[src/rtl/game_pkg.sv]
// ---------------------------------------------------------------------------
// game_pkg
// Shared types and widths for the game pipeline (frame scheduler, ball,
// platform, collision, renderer).
//   PX_W / PY_W    pixel X / Y coordinate widths
//   BSZ_W          ball size width
//   PSZ_W          platform half-width width
//   frame_state_e  frame scheduler states
//   geometry_t     one frame's worth of ball + platform geometry
// ---------------------------------------------------------------------------
package game_pkg;

    localparam int PX_W  = 10;
    localparam int PY_W  = 9;
    localparam int BSZ_W = 3;
    localparam int PSZ_W = 6;

    typedef enum logic [1:0] {
        IDLE   = 2'd0,
        ISSUE  = 2'd1,
        BUSY   = 2'd2,
        COMMIT = 2'd3
    } frame_state_e;

    typedef struct packed {
        logic [PX_W-1:0]  x;
        logic [PY_W-1:0]  y;
        logic [BSZ_W-1:0] ball_size;
        logic [PX_W-1:0]  platx;
        logic [PY_W-1:0]  platy;
        logic [PSZ_W-1:0] plat_size;
    } geometry_t;

    // Saturating increment used by event counters that must not wrap.
    function automatic logic [7:0] sat_inc8(input logic [7:0] value);
        return (value == 8'hFF) ? value : value + 8'd1;
    endfunction

endpackage

[src/rtl/frame_scheduler_if.sv]
// ---------------------------------------------------------------------------
// frame_scheduler_if
// Link between the frame scheduler and the game engine (ball, platform,
// collision).
//   cal_frame   scheduler -> engine : 1-cycle start-of-frame pulse
//   frame_done  engine -> scheduler : 1-cycle frame-complete pulse
//   ballX/ballY/ball_size/platX/platY/plat_size
//               engine -> scheduler : live geometry
// Modports: master = scheduler side, slave = engine side.
// ---------------------------------------------------------------------------
interface frame_scheduler_if;
    import game_pkg::*;

    logic             cal_frame;
    logic             frame_done;
    logic [PX_W-1:0]  ballX;
    logic [PY_W-1:0]  ballY;
    logic [BSZ_W-1:0] ball_size;
    logic [PX_W-1:0]  platX;
    logic [PY_W-1:0]  platY;
    logic [PSZ_W-1:0] plat_size;

    modport master (
        output cal_frame,
        input  frame_done, ballX, ballY, ball_size, platX, platY, plat_size
    );

    modport slave (
        input  cal_frame,
        output frame_done, ballX, ballY, ball_size, platX, platY, plat_size
    );

endinterface

[src/rtl/frame_divider.sv]
// ---------------------------------------------------------------------------
// frame_divider
// Counts vsync ticks 0..FRAME_DIV-1 and flags the tick that closes a game
// frame. The count is held at zero while the game is paused so that a resume
// always waits a full FRAME_DIV ticks.
//   clk, rst     clock, synchronous active-high reset
//   i_vsync      1-cycle vertical-blank tick
//   i_run        1 = game running; 0 = clear the count
//   o_boundary   combinational: this vsync is a frame boundary
// ---------------------------------------------------------------------------
module frame_divider #(
    parameter int FRAME_DIV = 1
) (
    input  logic clk,
    input  logic rst,
    input  logic i_vsync,
    input  logic i_run,
    output logic o_boundary
);
    localparam int               DIV_W = (FRAME_DIV > 1) ? $clog2(FRAME_DIV) : 1;
    localparam logic [DIV_W-1:0] LAST  = DIV_W'(FRAME_DIV - 1);

    logic [DIV_W-1:0] r_cnt;

    always_ff @(posedge clk) begin
        if (rst || !i_run) begin
            r_cnt <= '0;
        end else if (i_vsync) begin
            r_cnt <= (r_cnt == LAST) ? '0 : r_cnt + DIV_W'(1);
        end
    end

    assign o_boundary = i_run & i_vsync & (r_cnt == LAST);

endmodule

[src/rtl/frame_scheduler.sv]
// ---------------------------------------------------------------------------
// frame_scheduler
// Starts one game frame per FRAME_DIV vsync ticks (or per i_step while
// paused), waits for the collision engine, then snapshots the geometry into
// the display registers in one clock so the renderer never sees a torn frame.
// Dropped frame starts and hung frames are reported.
//   clk, rst        clock, synchronous active-high reset
//   i_vsync         1-cycle vertical-blank tick
//   i_game_run      1 = free-running frames, 0 = paused
//   i_step          1-cycle single-step request (honoured only while paused)
//   eng             engine link: cal_frame out, frame_done + geometry in
//   o_busy          frame in flight (ISSUE or BUSY)
//   o_disp_*        committed geometry snapshot
//   o_disp_update   1-cycle pulse when o_disp_* change
//   o_frame_cnt     committed frames (wraps)
//   o_overrun_cnt   dropped frame starts (saturates)
//   o_timeout_err   sticky watchdog flag
// ---------------------------------------------------------------------------
module frame_scheduler import game_pkg::*; #(
    parameter int FRAME_DIV = 1,
    parameter int TIMEOUT   = 65535
) (
    input  logic                 clk,
    input  logic                 rst,
    input  logic                 i_vsync,
    input  logic                 i_game_run,
    input  logic                 i_step,
    frame_scheduler_if.master    eng,
    output logic                 o_busy,
    output logic [PX_W-1:0]      o_disp_ballX,
    output logic [PY_W-1:0]      o_disp_ballY,
    output logic [BSZ_W-1:0]     o_disp_ball_size,
    output logic [PX_W-1:0]      o_disp_platX,
    output logic [PY_W-1:0]      o_disp_platY,
    output logic [PSZ_W-1:0]     o_disp_plat_size,
    output logic                 o_disp_update,
    output logic [15:0]          o_frame_cnt,
    output logic [7:0]           o_overrun_cnt,
    output logic                 o_timeout_err
);
    localparam int              WD_W    = $clog2(TIMEOUT + 1);
    localparam logic [WD_W-1:0] WD_LAST = WD_W'(TIMEOUT - 1);

    frame_state_e    r_state;
    logic            r_cal_frame;
    logic            r_busy;
    geometry_t       r_disp;
    logic            r_disp_update;
    logic [15:0]     r_frame_cnt;
    logic [7:0]      r_overrun_cnt;
    logic            r_timeout_err;
    logic [WD_W-1:0] r_wdog;

    logic            w_boundary;
    logic            w_trigger;
    geometry_t       w_live;

    frame_divider #(.FRAME_DIV(FRAME_DIV)) u_divider (
        .clk        (clk),
        .rst        (rst),
        .i_vsync    (i_vsync),
        .i_run      (i_game_run),
        .o_boundary (w_boundary)
    );

    // i_step is meaningless while running; only the divider starts frames then.
    assign w_trigger = w_boundary | (~i_game_run & i_step);

    assign w_live = '{x:         eng.ballX,
                      y:         eng.ballY,
                      ball_size: eng.ball_size,
                      platx:     eng.platX,
                      platy:     eng.platY,
                      plat_size: eng.plat_size};

    // NOTE: every register here is state, so it is written with <= only;
    // the pulse outputs get a default of 0 at the top of the clocked branch
    // and are raised on the one transition that owns them.
    always_ff @(posedge clk) begin
        if (rst) begin
            r_state       <= IDLE;
            r_cal_frame   <= 1'b0;
            r_busy        <= 1'b0;
            r_disp        <= '0;
            r_disp_update <= 1'b0;
            r_frame_cnt   <= '0;
            r_overrun_cnt <= '0;
            r_timeout_err <= 1'b0;
            r_wdog        <= '0;
        end else begin
            r_cal_frame   <= 1'b0;
            r_disp_update <= 1'b0;

            // A frame boundary that arrives while a frame is still in flight
            // (including the commit cycle) is dropped, never queued.
            if (w_boundary && r_state != IDLE) begin
                r_overrun_cnt <= sat_inc8(r_overrun_cnt);
            end

            case (r_state)
                IDLE: begin
                    if (w_trigger) begin
                        r_state     <= ISSUE;
                        r_cal_frame <= 1'b1;
                        r_busy      <= 1'b1;
                    end
                end
                ISSUE: begin
                    r_state <= BUSY;
                    r_wdog  <= '0;
                end
                BUSY: begin
                    // The snapshot is taken on the done cycle itself, so the
                    // engine may move on to the next frame's geometry at once.
                    if (eng.frame_done) begin
                        r_state       <= COMMIT;
                        r_busy        <= 1'b0;
                        r_disp        <= w_live;
                        r_disp_update <= 1'b1;
                        r_frame_cnt   <= r_frame_cnt + 16'd1;
                    end else if (r_wdog == WD_LAST) begin
                        r_state       <= IDLE;
                        r_busy        <= 1'b0;
                        r_timeout_err <= 1'b1;
                    end else begin
                        r_wdog <= r_wdog + WD_W'(1);
                    end
                end
                COMMIT: begin
                    r_state <= IDLE;
                end
                default: begin
                    r_state <= IDLE;
                end
            endcase
        end
    end

    assign eng.cal_frame     = r_cal_frame;
    assign o_busy            = r_busy;
    assign o_disp_ballX      = r_disp.x;
    assign o_disp_ballY      = r_disp.y;
    assign o_disp_ball_size  = r_disp.ball_size;
    assign o_disp_platX      = r_disp.platx;
    assign o_disp_platY      = r_disp.platy;
    assign o_disp_plat_size  = r_disp.plat_size;
    assign o_disp_update     = r_disp_update;
    assign o_frame_cnt       = r_frame_cnt;
    assign o_overrun_cnt     = r_overrun_cnt;
    assign o_timeout_err     = r_timeout_err;

endmodule

[src/flat_wrapper.sv]
// flat-port wrapper written by rule: the top's interface ports become plain ports
module frame_scheduler_flat import game_pkg::*;
#(
    parameter int FRAME_DIV = 1,
    parameter int TIMEOUT   = 65535
)
  (clk, rst, i_vsync, i_game_run, i_step, o_busy, o_disp_ballX, o_disp_ballY, o_disp_ball_size, o_disp_platX, o_disp_platY, o_disp_plat_size, o_disp_update, o_frame_cnt, o_overrun_cnt, o_timeout_err, eng_cal_frame, eng_frame_done, eng_ballX, eng_ballY, eng_ball_size, eng_platX, eng_platY, eng_plat_size);
  frame_scheduler_if eng_i ();
  input  logic clk;
  input  logic rst;
  input  logic i_vsync;
  input  logic i_game_run;
  input  logic i_step;
  output logic o_busy;
  output logic [PX_W-1:0] o_disp_ballX;
  output logic [PY_W-1:0] o_disp_ballY;
  output logic [BSZ_W-1:0] o_disp_ball_size;
  output logic [PX_W-1:0] o_disp_platX;
  output logic [PY_W-1:0] o_disp_platY;
  output logic [PSZ_W-1:0] o_disp_plat_size;
  output logic o_disp_update;
  output logic [15:0] o_frame_cnt;
  output logic [7:0] o_overrun_cnt;
  output logic o_timeout_err;
  output wire logic [$bits(eng_i.cal_frame)-1:0] eng_cal_frame;
  input wire logic [$bits(eng_i.frame_done)-1:0] eng_frame_done;
  input wire logic [$bits(eng_i.ballX)-1:0] eng_ballX;
  input wire logic [$bits(eng_i.ballY)-1:0] eng_ballY;
  input wire logic [$bits(eng_i.ball_size)-1:0] eng_ball_size;
  input wire logic [$bits(eng_i.platX)-1:0] eng_platX;
  input wire logic [$bits(eng_i.platY)-1:0] eng_platY;
  input wire logic [$bits(eng_i.plat_size)-1:0] eng_plat_size;
  assign eng_cal_frame = eng_i.cal_frame;
  assign eng_i.frame_done = eng_frame_done;
  assign eng_i.ballX = eng_ballX;
  assign eng_i.ballY = eng_ballY;
  assign eng_i.ball_size = eng_ball_size;
  assign eng_i.platX = eng_platX;
  assign eng_i.platY = eng_platY;
  assign eng_i.plat_size = eng_plat_size;
  frame_scheduler #(.FRAME_DIV(FRAME_DIV), .TIMEOUT(TIMEOUT)) u_core (.clk(clk), .rst(rst), .i_vsync(i_vsync), .i_game_run(i_game_run), .i_step(i_step), .eng(eng_i), .o_busy(o_busy), .o_disp_ballX(o_disp_ballX), .o_disp_ballY(o_disp_ballY), .o_disp_ball_size(o_disp_ball_size), .o_disp_platX(o_disp_platX), .o_disp_platY(o_disp_platY), .o_disp_plat_size(o_disp_plat_size), .o_disp_update(o_disp_update), .o_frame_cnt(o_frame_cnt), .o_overrun_cnt(o_overrun_cnt), .o_timeout_err(o_timeout_err));
endmodule
[config.mk]
export PLATFORM = sky130hd
export DESIGN_NAME = frame_scheduler_flat
export DESIGN_NICKNAME = d
export VERILOG_FILES = /design/src/rtl/game_pkg.sv /design/src/rtl/frame_scheduler_if.sv /design/src/rtl/frame_divider.sv /design/src/rtl/frame_scheduler.sv /design/src/flat_wrapper.sv
export SDC_FILE = /design/constraint.sdc
export NUM_CORES = 1
export LEC_CHECK = 0
export CORE_UTILIZATION = 49
export DETAILED_ROUTE_END_ITERATION = 10
export GPL_ROUTABILITY_DRIVEN = 0
export GPL_TIMING_DRIVEN = 1
export PLACE_DENSITY = 0.84
export SYNTH_ARGS = -nofsm -noshare
export SYNTH_HDL_FRONTEND = slang
export SYNTH_SLANG_ARGS = --single-unit
[constraint.sdc]
create_clock -name clk -period 5 [get_ports clk]
set_clock_uncertainty 0.05 [all_clocks]
set_input_delay 1 -clock clk [delete_from_list [all_inputs] [get_ports clk]]
set_output_delay 1 -clock clk [all_outputs]
set_load 0.005 [all_outputs]
==> results.ini, run 1 <==
[outcome]
status = complete, no violations

[sta]
tns_ns = 0
setup_viol = 0
slew_viol_final = 0
worstMarginPinSlew_ns = 0.897
fin_crit_sh_pct = 55.8
hold_viol = 0
relSlewSlack_pct = 40.2
hold_slack_ns = 0.407
rsz0062_at_grt = false
fin_crit_ns = 2.79
max_clock_freq_ghz = 0.359

[power_and_ir_drop]
ir_worst_vdd_mv = 0.175
p_leak_uw = 0.00181
p_total_uw = 1490
power_density_nw_per_um2 = 275

[cts]
path_clk_slew_ns = 0.09
cts_tree = yes
cts_buffer_depth = 2
cts_post_setup_buffers_inserted = 0
hold_buffers = 0
cts_max_level = 3
clk_latency_ns = 0.35
clkSinkCount = 93
cts_inserted_buffers = 9
ctsResizeCount = 0
root_buffer = clkbuf_8

[worst_setup_path]
rrSetupSlack_ns = 2.82
max_stage_delay_ns = 0.87
cp_cell_sequence = clkdlybuf4s50_1 -> and3b_2 -> nand2_1 -> xor2_1 -> nor2_1
crit_fanout = 50
end_kind = flip-flop
arrival_ns = 2.95
crit_required_ns = 5.16
rr_endpoint = u_core.r_wdog[6]$_SDFFE_PP0P_
reg2reg_depth = 4
worstSetupPathType = in -> reg
slowest_stage = and3b_2
start_kind = primary input
r2r-start = u_core.r_state[1]$_SDFFE_PP0P_
crit_buf_inv = 1
critPathTopFamily = simple AND/OR/NAND/NOR gates

[floorplanning]
num_rows = 32
die_area_sq_um = 8360
start_util_pct = 50.7
core_sq_um = 7730
die_x_um = 91.4
io_pins = 128
die_h_um = 91.4

[cells_and_area]
diodes = 0
finalNetCount = 637
fin_area_sq_um = 5430
area_growth_pct = 38.6
fillers = 610
drive_above_1_share_pct = 6.68
stdcell_count = 686

[flow_run]
drv_cap = 0

[yosys]
synth_xor_area_share_pct = 2.23
syn_nets = 525
avgSynthCellArea_sq_um = 8.37
synth_fa_ha_area_share_pct = 1.28
seq_area_frac_synth_pct = 47.5
ys_seq_elements = 93
synth_top_area_share_pct = 47.5
synth_cells = 468
yosysMostFrequentCell = nand2_1
synth-simple-area-share_pct = 28.7
yosys_warnings = 0
synth_top_cells_by_count = nand2_1, dfxtp_1, a21oi_1
synth_flop_cell = dfxtp_1
muxShareOfSynthArea_pct = 2.59
synth_edf_count = 0
async_reset_ff_share_pct = 0
yosys.cell_types.count = 51
synth_compound_area_share_pct = 14.0
synth.area.top_cells = dfxtp_1, nand2_1, a21oi_1, mux2i_1, nand3_1
synthesis.area_sq_um = 3920
synth_top_family_by_area = simple AND/OR/NAND/NOR gates
synth_largest_area_cell = dfxtp_1

[grt]
antenna_found_initial = 0
grt_pass1_wl_um = 16000
gr-usage-all-layers_pct = 23.5
grt_pass1_vias = 3662
grt_max_degree = 51
gr-total-overflow = 0

[worst_hold_path]
hold_depth = 2
hold_end = u_core.o_disp_ballY[8]$_SDFFE_PP0P_
hp-start = u_core.o_disp_ballY[8]$_SDFFE_PP0P_
hp-class = reg -> reg

[detailed_routing]
drtPass1Iterations = 4
wl_per_cell_um = 14.0
vias = 3713
drt_iter0_drc = 161
ant_nets = 0
drc = 0
avgViaCountPerCell = 5.41
routed_wl_um = 9580

[placement]
place_hpwl_um = 6460
dpl.cell_count = 671
portBuffers = 127
placed_area_sq_um = 5200

==> sequential cells by signal, summed over array words and instances (netlist names) <==
name	cells
u_core.o_disp_ballX	10
u_core.o_disp_ballY	9
u_core.o_disp_ball_size	3
u_core.o_busy	1
u_core.o_timeout_err	1
u_core.eng.cal_frame	1
u_core.r_state	2
u_core.o_disp_platX	10
u_core.o_frame_cnt	16
u_core.o_disp_plat_size	6
u_core.o_disp_update	1
u_core.r_wdog	16
u_core.o_disp_platY	9
u_core.o_overrun_cnt	8
==> power breakdown <==
| group | leakage [uW] | internal [uW] | switching [uW] | total, uW |
|---|---|---|---|---|
| clock network | 0.000116 | 328 | 249 | 577 |
| registers | 0.000751 | 757 | 14.9 | 772 |
| logic | 0.000940 | 81.0 | 61.5 | 143 |
| total | 0.00181 | 1170 | 325 | 1490 |
==> final cells by class <==
class,instances,area (sq um),share of cell area (%)
clock buffers,10,128,2.35
repair buffers,130,1290,23.7
clock inverters,5,100,1.84
multi-input cells,343,1920,35.3
well taps,102,128,2.35
inverters,3,11.3,0.207
flip-flops and latches,93,1860,34.3
==> worst min-delay path, cell delays in order, from the launching register on <==
cell     delay, ns
dfxtp_1       0.31
nand2_1       0.05
a21oi_1       0.05
==> cells by family after synthesis <==
group | count (synthesis)
AO/OA/AOI/OAI | 96
XOR/XNOR | 10
adder cells (fa/ha/maj) | 4
buffers and inverters | 32
flip-flops | 93
multiplexers | 10
AND/OR/NAND/NOR | 223
==> cells in the final DEF (no fill, tap or decap), types with 3 or more instances in the layout <==
master / n
nor4_1: 8
dfxtp_1: 93
o211ai_1: 7
or2_2: 7
o21ai_0: 7
a21oi_1: 66
or4_1: 9
ha_1: 4
nor2_1: 19
nand3_1: 18
nand2_1: 118
bufinv_16: 3
buf_4: 3
mux2i_1: 9
o31ai_1: 7
or3_1: 5
clkbuf_8: 9
nand4_1: 8
nand2b_1: 3
clkdlybuf4s50_1: 126
inv_1: 3
nor3_1: 4
xor2_1: 6
nor2b_1: 4
xnor2_1: 4
==> layer usage <==
metal / vias up / share of wire (%) / track usage (%) / wire [um]
li1: 1843 / - / - / -
met1: 1722 / 42 / 27.1 / 4070
met2: 133 / 46 / 38.7 / 4420
met3: 15 / 9.4 / 8.29 / 904
met4: 0 / 2.0 / 11.4 / 188
met5: - / 0 / 0 / 0
==> worst max-delay path by stage <==
stage / from / endpoint / cells past startpoint
finish: eng_frame_done / u_core.o_frame_cnt[2]$_SDFFE_PP0P_ / 5
detailed placement: eng_frame_done / u_core.o_frame_cnt[2]$_SDFFE_PP0P_ / 5
global route: eng_frame_done / u_core.o_frame_cnt[2]$_SDFFE_PP0P_ / 5
CTS: eng_frame_done / u_core.o_frame_cnt[2]$_SDFFE_PP0P_ / 5
floorplan: eng_frame_done / u_core.r_wdog[9]$_SDFFE_PP0P_ / 5
global placement: eng_frame_done / u_core.o_frame_cnt[2]$_SDFFE_PP0P_ / 5
==> per-stage QoR <==
stage          util (%)  worst slack [ns]
6_report           70.3              2.21
5_1_grt            70.3              2.09
4_1_cts            70.3              2.20
3_5_place_dp       67.4              1.82
3_3_place_gp       67.4              1.84
2_1_floorplan         -              2.71
No activity file was read; power rests on OpenSTA's default activity.
==> run 2, diff against run 1 <==
--- a/config.mk
+++ b/config.mk
@@ -5,11 +5,11 @@
 export SDC_FILE = /design/constraint.sdc
 export NUM_CORES = 1
 export LEC_CHECK = 0
-export CORE_UTILIZATION = 49
+export CORE_UTILIZATION = 41
 export DETAILED_ROUTE_END_ITERATION = 10
 export GPL_ROUTABILITY_DRIVEN = 0
 export GPL_TIMING_DRIVEN = 1
-export PLACE_DENSITY = 0.84
+export PLACE_DENSITY = 0.75
 export SYNTH_ARGS = -nofsm -noshare
 export SYNTH_HDL_FRONTEND = slang
 export SYNTH_SLANG_ARGS = --single-unit
==> constraint.sdc (replaced) <==
create_clock -name clk -period 2.3 [get_ports clk]
set_clock_uncertainty 0.05 [all_clocks]
set_input_delay 0.46 -clock clk [delete_from_list [all_inputs] [get_ports clk]]
set_output_delay 0.46 -clock clk [all_outputs]
set_load 0.005 [all_outputs]
==> results.ini, run 2 (same netlist as run 1, synthesis figures left out) <==
[outcome]
status = complete, no violations

[grt]
gr-usage-all-layers_pct = 19.7
grt_pass1_vias = 3444
grt_pass1_wl_um = 15900
gr-total-overflow = 0
antenna_found_initial = 0
grt_max_degree = 51

[worst_setup_path]
reg2reg_depth = 4
end_kind = flip-flop
worstSetupPathType = reg -> reg
crit_fanout = 13
arrival_ns = 2.27
crit_required_ns = 2.52
start_kind = flip-flop

[cells_and_area]
stdcell_count = 722
drive_above_1_share_pct = 8.26
finalNetCount = 645
fillers = 827
most-common-layout-cells = clkdlybuf4s50_1, nand2_1, dfxtp_1
area_growth_pct = 41.8
diodes = 0
final_common_cell = clkdlybuf4s50_1

[detailed_routing]
wl_per_cell_um = 13.5
routed_wl_um = 9720
ant_nets = 0
avgViaCountPerCell = 5.12
drtPass1Iterations = 4
drt_iter0_drc = 154
vias = 3694
drc = 0

[cts]
cts_inserted_buffers = 9
path_clk_slew_ns = 0.09
clk_latency_ns = 0.36
root_buffer = clkbuf_8
clkSinkCount = 93
cts_tree = yes
ctsResizeCount = 0
cts_post_setup_buffers_inserted = 0
cts_max_level = 3
cts_buffer_depth = 2
hold_buffers = 0

[sta]
max_clock_freq_ghz = 0.488
relSlewSlack_pct = 40.9
worstMarginPinSlew_ns = 0.885
hold_viol = 0
fin_crit_ns = 2.05
tns_ns = 0
fin_crit_sh_pct = 89.1
rsz0062_at_grt = false
setup_viol = 0
slew_viol_final = 0

[placement]
dpl.cell_count = 706
portBuffers = 127
place_hpwl_um = 6800

[worst_hold_path]
hold_depth = 2
hp-class = reg -> reg

[power_and_ir_drop]
p_total_uw = 3170
p_leak_uw = 0.00185
power_density_nw_per_um2 = 571
ir_worst_vdd_mv = 0.435

[floorplanning]
die_x_um = 99.8
num_rows = 35
die_h_um = 99.8
io_pins = 128
core_sq_um = 9240
start_util_pct = 42.4
die_area_sq_um = 9950

[flow_run]
drv_cap = 0

run 2: where the power goes:
part           internal, uW  leakage (uW)  switching [uW]
clock                   598      0.000111             569
sequential             1650      0.000751            34.4
combinational           191      0.000992             135
total                  2440       0.00185             738
run 2: layer usage:
| metal | part of all wire (%) | track usage (%) | routed length, um |
|---|---|---|---|
| met1 | 43 | 23.3 | 4190 |
| met2 | 47 | 32.8 | 4540 |
| met3 | 9.1 | 7.66 | 885 |
| met4 | 1.1 | 6.11 | 106 |
| met5 | 0 | 0 | 0 |
run 2: final cells by class:
class / count / area (sq um) / share of cell area (%)
Inverter: 3 / 11.3 / 0.203
Multi-Input combinational cell: 343 / 1920 / 34.5
Sequential cell: 93 / 1860 / 33.5
Clock inverter: 4 / 53.8 / 0.968
Timing Repair Buffer: 138 / 1390 / 25.0
Tap cell: 129 / 161 / 2.91
Clock buffer: 12 / 165 / 2.97
run 2: worst paths after layout:
check,startpoint,to,slack [ns]
worst max register to register,u_core.r_state[1]$_SDFFE_PP0P_,u_core.r_wdog[6]$_SDFFE_PP0P_,0.25
worst max-delay path,u_core.r_state[1]$_SDFFE_PP0P_,u_core.r_wdog[6]$_SDFFE_PP0P_,0.25
worst min register to register,u_core.o_disp_platY[1]$_SDFFE_PP0P_,u_core.o_disp_platY[1]$_SDFFE_PP0P_,0.41
worst min-delay path,u_core.o_disp_platY[1]$_SDFFE_PP0P_,u_core.o_disp_platY[1]$_SDFFE_PP0P_,0.41
run 2: through the flow:
stage / util, % / setup slack [ns] / area [sq um] / hold slack [ns]
CTS: 60.1 / 0.252 / 5560 / 0.409
floorplan: - / 0.553 / 3920 / 0.393
finish: 60.1 / 0.251 / 5560 / 0.406
detailed placement: 57.8 / 0.0123 / 5340 / 0.398
global route: 60.1 / 0.0945 / 5560 / 0.424
global placement: 57.8 / 0.0709 / 5340 / 0.391
run 2: worst max-delay path, stage by stage, from the launching register on:
cell      delay [ns]
dfxtp_1         0.62
nand2b_1        0.19
nor2b_1         0.72
o311ai_0        0.27
o31ai_1         0.11
==> run 3, diff against run 2 <==
--- a/config.mk
+++ b/config.mk
@@ -5,11 +5,11 @@
 export SDC_FILE = /design/constraint.sdc
 export NUM_CORES = 1
 export LEC_CHECK = 0
-export CORE_UTILIZATION = 41
+export CORE_UTILIZATION = 49
 export DETAILED_ROUTE_END_ITERATION = 10
 export GPL_ROUTABILITY_DRIVEN = 0
 export GPL_TIMING_DRIVEN = 1
-export PLACE_DENSITY = 0.75
+export PLACE_DENSITY = 0.84
 export SYNTH_ARGS = -nofsm -noshare
 export SYNTH_HDL_FRONTEND = slang
 export SYNTH_SLANG_ARGS = --single-unit
==> constraint.sdc (replaced) <==
create_clock -name clk -period 2.6 [get_ports clk]
set_clock_uncertainty 0.05 [all_clocks]
set_input_delay 0.52 -clock clk [delete_from_list [all_inputs] [get_ports clk]]
set_output_delay 0.52 -clock clk [all_outputs]
set_load 0.005 [all_outputs]
==> results.ini, run 3 (same netlist as run 1, synthesis figures left out) <==
[detailed_routing]
drtPass1Iterations = 4
avgViaCountPerCell = 5.47
drc = 0
wl_per_cell_um = 13.9
routed_wl_um = 9640
vias = 3786
ant_nets = 0
drt_iter0_drc = 162

[floorplanning]
die_h_um = 91.4
core_sq_um = 7730
die_x_um = 91.4
die_area_sq_um = 8360
io_pins = 128
num_rows = 32
start_util_pct = 50.7

[grt]
antenna_found_initial = 0
gr-usage-all-layers_pct = 23.9
grt_max_degree = 45
gr-total-overflow = 0
grt_pass1_vias = 3567
grt_pass1_wl_um = 16200

[worst_setup_path]
start_kind = flip-flop
end_kind = flip-flop
crit_fanout = 13
cp_cell_sequence = nand2b_1 -> nor2b_1 -> o311ai_0 -> o31ai_1
crit_required_ns = 2.82
worstSetupPathType = reg -> reg
crit_buf_inv = 0
arrival_ns = 2.42
slowest_stage = nor2b_1
max_stage_delay_ns = 0.71
critPathTopFamily = simple AND/OR/NAND/NOR gates

[cells_and_area]
fillers = 593
diodes = 0
most-common-layout-cells = clkdlybuf4s50_1, nand2_1, dfxtp_1
drive_above_1_share_pct = 7.46
area_growth_pct = 39.7
final_common_cell = clkdlybuf4s50_1
finalNetCount = 642

[sta]
setup_viol = 0
hold_viol = 0
worstMarginPinSlew_ns = 0.832
rsz0062_at_grt = false
slew_viol_final = 0
tns_ns = 0
max_clock_freq_ghz = 0.453
fin_crit_sh_pct = 84.9
fin_crit_ns = 2.21
relSlewSlack_pct = 44.4
hold_slack_ns = 0.404
setup_ws_ns = 0.393

[power_and_ir_drop]
clockPowerShare_pct = 36.4
power_density_nw_per_um2 = 508
power_switching_share_pct = 22.4
p_leak_uw = 0.00183
p_sw_uw = 625
p_int_uw = 2160
combPwrFrac_pct = 10.2
ir_worst_vdd_mv = 0.271
p_seq_share_pct = 53.4

[cts]
cts_max_level = 3
clk_latency_ns = 0.36
cts_tree = yes
cts_post_setup_buffers_inserted = 0
cts_inserted_buffers = 9
ctsResizeCount = 0
clkSinkCount = 93
path_clk_slew_ns = 0.08
cts_buffer_depth = 2
root_buffer = clkbuf_8
hold_buffers = 0

[outcome]
status = complete, no violations

[placement]
dp_slack_ns = 0.0615
place_hpwl_um = 6850
portBuffers = 127

[worst_hold_path]
hp-class = reg -> reg

[flow_run]
drv_cap = 0

[run 3: changes by cell type in the layout (fill, tap and decap cells not counted), sizes merged]
cell | before | now
clkbuf | 12 | 11
buf | 12 | 9
inv | 4 | 3
clkinvlp | 1 | 0
bufinv | 1 | 2
clkinv | 1 | 3
[run 3: path summary, 6_finish.rpt]
kind | from | end | slack [ns] | cells after the start
setup / recovery | u_core.r_state[1]$_SDFFE_PP0P_ | u_core.r_wdog[6]$_SDFFE_PP0P_ | 0.39 | 4
hold / removal | u_core.o_disp_platX[0]$_SDFFE_PP0P_ | u_core.o_disp_platX[0]$_SDFFE_PP0P_ | 0.40 | 2
setup reg to reg | u_core.r_state[1]$_SDFFE_PP0P_ | u_core.r_wdog[6]$_SDFFE_PP0P_ | 0.39 | 4
hold reg to reg | u_core.o_disp_platX[0]$_SDFFE_PP0P_ | u_core.o_disp_platX[0]$_SDFFE_PP0P_ | 0.40 | 2
[run 3: routing by layer]
metal / routed length [um] / track usage, % / part of all wire, %
met1: 3920 / 27.0 / 41
met2: 4580 / 40.3 / 47
met3: 965 / 8.96 / 10
met4: 178 / 10.3 / 1.8
met5: 0 / 0 / 0
[run 3: worst min-delay path, delay by kind of cell (launching register included)]
| kind | cells | cell delay, ns |
|---|---|---|
| flip-flops | 1 | 0.31 |
| AND/OR/NAND/NOR | 1 | 0.05 |
| AO/OA/AOI/OAI | 1 | 0.05 |
[run 3: final cells by class]
class                   count  area [sq um]  share of cell area [%]
repair buffers            135          1350                    24.7
clock buffers              11           131                    2.40
inverters                   3          11.3                   0.206
multi-input cells         343          1920                    35.0
flip-flops and latches     93          1860                    34.0
clock inverters             5          75.1                    1.37
well taps                 102           128                    2.33
[run 3: power groups by stage]
| stage | Clock (uW) | Sequential, uW | Combinational [uW] |
|---|---|---|---|
| after floorplan | 0 | 1510 | 124 |
| after global placement | 0 | 1520 | 278 |
| after detailed placement | 0 | 1520 | 282 |
| after CTS | 1030 | 1490 | 284 |
| after global routing | 1100 | 1490 | 309 |
| final | 1010 | 1490 | 283 |
[run 3: per-stage QoR]
step / utilization, % / power (uW) / cell area, sq um / instances
floorplan: - / 1640 / 3920 / 468
detailed placement: 68.2 / 1800 / 5270 / 676
global route: 70.8 / 2900 / 5470 / 692
global placement: 68.2 / 1800 / 5270 / 676
finish: 70.8 / 2780 / 5470 / 692
CTS: 70.8 / 2800 / 5470 / 692
